==> config.mk <==
export PLATFORM = sky130hd
export DESIGN_NAME = hci_core_r_credit_buffer
export DESIGN_NICKNAME = d
export VERILOG_FILES = /design/src/rtl/hci_core_r_credit_buffer.sv
export SDC_FILE = /design/constraint.sdc
export NUM_CORES = 1
export LEC_CHECK = 0
export CAP_MARGIN = 20
export CORE_MARGIN = 10
export CORE_UTILIZATION = 46
export DETAILED_ROUTE_END_ITERATION = 8
export PLACE_DENSITY = 0.81
export SYNTH_ARGS = -nofsm -noshare
export SYNTH_HDL_FRONTEND = slang
export SYNTH_SLANG_ARGS = --single-unit
==> constraint.sdc <==
create_clock -name clk_i -period 5.15 [get_ports clk_i]
set_clock_uncertainty 0.05 [all_clocks]
set_input_delay 1.03 -clock clk_i [delete_from_list [all_inputs] [get_ports clk_i]]
set_output_delay 1.03 -clock clk_i [all_outputs]
set_load 0.02 [all_outputs]
==> src/rtl/hci_core_r_credit_buffer.sv <==
// rtl/hci_core_r_credit_buffer.sv - credit-gated response FIFO with r_ready backpressure
// Reads are admitted only while in-flight plus buffered responses stay within DEPTH.
module hci_core_r_credit_buffer #(
  parameter int AW    = 32,
  parameter int DW    = 32,
  parameter int UW    = 1,
  parameter int DEPTH = 4
) (
  input  logic            clk_i,
  input  logic            rst_i,
  input  logic            clear_i,
  input  logic            enable_i,
  input  logic            in_req_i,
  output logic            in_gnt_o,
  input  logic            in_wen_i,
  input  logic [AW-1:0]   in_add_i,
  input  logic [DW-1:0]   in_data_i,
  input  logic [DW/8-1:0] in_be_i,
  input  logic [UW-1:0]   in_user_i,
  output logic            in_r_valid_o,
  input  logic            in_r_ready_i,
  output logic [DW-1:0]   in_r_data_o,
  output logic [UW-1:0]   in_r_user_o,
  output logic            in_r_opc_o,
  output logic            out_req_o,
  input  logic            out_gnt_i,
  output logic            out_wen_o,
  output logic [AW-1:0]   out_add_o,
  output logic [DW-1:0]   out_data_o,
  output logic [DW/8-1:0] out_be_o,
  output logic [UW-1:0]   out_user_o,
  input  logic            out_r_valid_i,
  input  logic [DW-1:0]   out_r_data_i,
  input  logic [UW-1:0]   out_r_user_i,
  input  logic            out_r_opc_i,
  output logic [$clog2(DEPTH):0] credits_o,
  output logic            err_o
);

  localparam int PW = $clog2(DEPTH);
  localparam int EW = DW + UW + 1;
  localparam logic [PW:0] PTR_ONE = 1;
  localparam logic [PW:0] CNT_ONE = 1;
  localparam logic [PW:0] CNT_MAX = DEPTH[PW:0];

  logic [EW-1:0] mem [DEPTH];
  logic [PW:0]   wr_ptr, rd_ptr, cnt;
  logic          err;
  logic          empty, full, gated_req, inc, pop, push, push_ok;
  logic [EW-1:0] head;

  assign empty = (wr_ptr == rd_ptr);
  assign full  = (wr_ptr[PW] != rd_ptr[PW]) && (wr_ptr[PW-1:0] == rd_ptr[PW-1:0]);

  // Writes bypass the credit check; only reads consume a response slot.
  assign gated_req = in_req_i & (~in_wen_i | (cnt < CNT_MAX));
  assign out_req_o = enable_i ? gated_req : in_req_i;
  assign in_gnt_o  = enable_i ? (out_gnt_i & gated_req) : out_gnt_i;

  assign out_wen_o  = in_wen_i;
  assign out_add_o  = in_add_i;
  assign out_data_o = in_data_i;
  assign out_be_o   = in_be_i;
  assign out_user_o = in_user_i;

  assign head         = mem[rd_ptr[PW-1:0]];
  assign in_r_valid_o = enable_i ? ~empty : out_r_valid_i;
  assign in_r_data_o  = enable_i ? head[EW-1 -: DW] : out_r_data_i;
  assign in_r_user_o  = enable_i ? head[UW:1] : out_r_user_i;
  assign in_r_opc_o   = enable_i ? head[0] : out_r_opc_i;

  assign inc     = enable_i & out_req_o & out_gnt_i & in_wen_i;
  assign pop     = enable_i & ~empty & in_r_ready_i;
  assign push    = enable_i & out_r_valid_i;
  // A pop in the same cycle frees the slot, so a push into a full FIFO is legal then.
  assign push_ok = push & (~full | pop);

  assign credits_o = cnt;
  assign err_o     = err;

  always_ff @(posedge clk_i) begin
    if (!clear_i && push_ok)
      mem[wr_ptr[PW-1:0]] <= {out_r_data_i, out_r_user_i, out_r_opc_i};
  end

  always_ff @(posedge clk_i or posedge rst_i) begin
    if (rst_i) begin
      wr_ptr <= '0;
      rd_ptr <= '0;
      cnt    <= '0;
      err    <= 1'b0;
    end else if (clear_i) begin
      wr_ptr <= '0;
      rd_ptr <= '0;
      cnt    <= '0;
      err    <= 1'b0;
    end else begin
      if (push_ok) wr_ptr <= wr_ptr + PTR_ONE;
      if (pop)     rd_ptr <= rd_ptr + PTR_ONE;
      if (push && !push_ok) err <= 1'b1;
      if (inc && !pop) begin
        cnt <= cnt + CNT_ONE;
      end else if (pop && !inc) begin
        if (cnt == '0) err <= 1'b1;
        else           cnt <= cnt - CNT_ONE;
      end
    end
  end

endmodule
==> results.toml <==
[finish]
multi_input_comb_area_um2 = 1623
drive_gt1_frac = 0.2707
diodes = 0
area_delta_synth_final_pct = 15.10
fillerInstances = 1056
seq_area_um2 = 4335
nNetsFinal = 509

[placed_design]
post-dp-hpwl_um = 9166
port_buffers = 84
gp_congestion = 0.7460

[synthesis]
synth.area.top_cells = "edfxtp_1 (62%), mux4_2 (12%), buf_4 (8.0%)"
yosysMostFrequentCell = "edfxtp_1"
yosys-top-cells-count = "edfxtp_1 (136), buf_4 (70), mux2_2 (34), mux4_2 (34)"
synth_cells = 366
synth.distinct_cells = 37
syn_avg_cell_area_um2 = 17.97
synth_largest_area_cell = "edfxtp_1"
yosys_warnings = 0
synth-async-reset-ratio = 0.06849
syn_area_um2 = 6578
synthesis.nets = 484
synth_edf_count = 136
yosys.area.top_type_share = 0.6209
ys.flop_type = "edfxtp_1"
ys_ff_latch = 146
ys_seq_area_frac = 0.6589

[route]
route.detailed.drc = 0
wirelength_um = 13910
ant_nets = 0
vias_per_cell = 5.513
drtIter0Drc = 177
drt_pre_antenna_iters = 5
wl_per_cell_um = 24.03
vias = 3192

[sta]
tightest_slew_ps = 1088
finalHoldViolations = 0
finalCriticalPeriod_ps = 4066
slew_violations = 0
rsz0062_at_grt = "false"
period_share = 0.7894
fmax_mhz = 246.0
maxSlewHeadroom = 0.2747
fin_tns_setup_ps = 0
setup_viol = 0

[clock_network]
numClockSinks = 146
clk_pin_slew_ps = 60
htreeDepth = 4
clkLatencyLatePin_ps = 400
cts_resized = 0
cts_buffers = 17
cts_tree = "yes"
hold_buffers = 0
cts_setup_buffers = 0
clockBufferDepth = 2
clock-root-buffer = "clkbuf_16"

[floorplanning]
coreArea_um2 = 13930
dieArea_um2 = 19480
io_pins = 223
rows = 43
die_h_um = 139.6
die_w_um = 139.6
initial_core_util = 0.4720

[worst_setup_path]
ff2ff_setup_slack_ps = 1940
worstSetupPathType = "reg -> out"
cp_max_fo = 21
end_kind = "primary output"
startpoint_type = "flip-flop"
cp_data_required_time_ps = 4070
worst-endpoint-arrival_ps = 2990

[global_route]
grt_pass1_wl_um = 21500
grt_pass1_vias = 3622
grt_max_degree = 38
grt.overflow.total = 0
gr-usage-all-layers = 0.1438
antenna_found_initial = 0

[power_and_ir_drop]
power_leakage_nw = 2.432
power_density_nw_per_um2 = 343.6
ir_drop_uv = 351.4
finalPower_w = 0.002601

[status]
outcome = "completed"

[job]
cap_violations = 0

[min_path]
min_path_type = "reg -> reg"
==> metal layers <==
metal  GRT usage  wire length, um  vias up
li1            -                -     1393
met1      0.1517             4960     1592
met2      0.2327             7071      137
met3     0.05648             1205       70
met4     0.09783              676        0
met5    0.005236                0        -
==> power by group <==
part / switching [W] / internal, W / total, W
clock: 0.000421 / 0.000591 / 0.00101
sequential: 0.00000724 / 0.00132 / 0.00132
combinational: 0.000129 / 0.000137 / 0.000266
==> through the flow <==
stage | util | instances | hold WS (ps) | cell area [um2] | setup WS, ps
finish | 0.5433 | 579 | 461.1 | 7571 | 1084
CTS | 0.5433 | 579 | 469.9 | 7571 | 1048
floorplan | - | 366 | 510.0 | 6578 | 966.3
global route | 0.5433 | 579 | 526.2 | 7571 | 997.6
detailed placement | 0.5091 | 552 | 457.5 | 7094 | 1175
global placement | 0.5091 | 552 | 441.4 | 7094 | 1197
==> state kept, by name, indices dropped and copies added, names as in the netlist <==
register,flops
mem,136
credits_o,3
rd_ptr,3
wr_ptr,3
err_o,1
==> cells by family after synthesis <==
family | share of synthesized area
DFF | 0.6589
muxes | 0.1792
buffers and inverters | 0.09568
xor gates and xnor gates | 0.01027
AOI/OAI and AO/OA | 0.02131
adders and majority gates | 0.01255
and+or+nand+nor | 0.02207
==> critical path, stage by stage (launching register included) <==
cell	delay, ps
dfrtp_1	1050
buf_4	340
mux4_2	310
mux2_2	310
clkdlybuf4s50_1	550
==> final timing paths <==
check                      startpoint              end  cells past startpoint
hold / removal                  err_o            err_o                      2
setup / recovery            rd_ptr[1]  in_r_data_o[23]                      4
min in group asynchronous       rst_i            err_o                      2
max in group asynchronous       rst_i        rd_ptr[0]                      2
hold reg to reg                 err_o            err_o                      2
setup reg to reg            rd_ptr[1]        mem[2][6]                      5
==> final cells by class <==
cell class,count,share of cell area
clock buffers,18,0.05668
clock inverters,9,0.006280
inverters,8,0.003966
multi-input cells,128,0.2143
flip-flops and latches,146,0.5726
well taps,180,0.02975
repair buffers,90,0.1163
==> cell usage in the layout (no fill, tap or decap), types with 2 or more instances in the layout <==
cell type | Yosys | layout
edfxtp_1 | 136 | 136
clkdlybuf4s50_1 | 0 | 83
mux4_2 | 34 | 34
mux2_2 | 34 | 34
clkbuf_16 | 0 | 17
nor2_1 | 10 | 10
dfrtp_1 | 10 | 9
inv_1 | 8 | 8
nand2_1 | 7 | 7
buf_4 | 70 | 6
ha_1 | 5 | 5
clkinv_1 | 0 | 5
xnor2_1 | 3 | 3
mux2i_1 | 3 | 3
and2_2 | 0 | 3
xnor2_2 | 2 | 2
a31oi_1 | 2 | 2
o21ai_0 | 2 | 2
o31ai_1 | 2 | 2
a21oi_1 | 2 | 2
or3_1 | 2 | 2
clkinvlp_4 | 0 | 2
(Power assumes the default switching activity.)
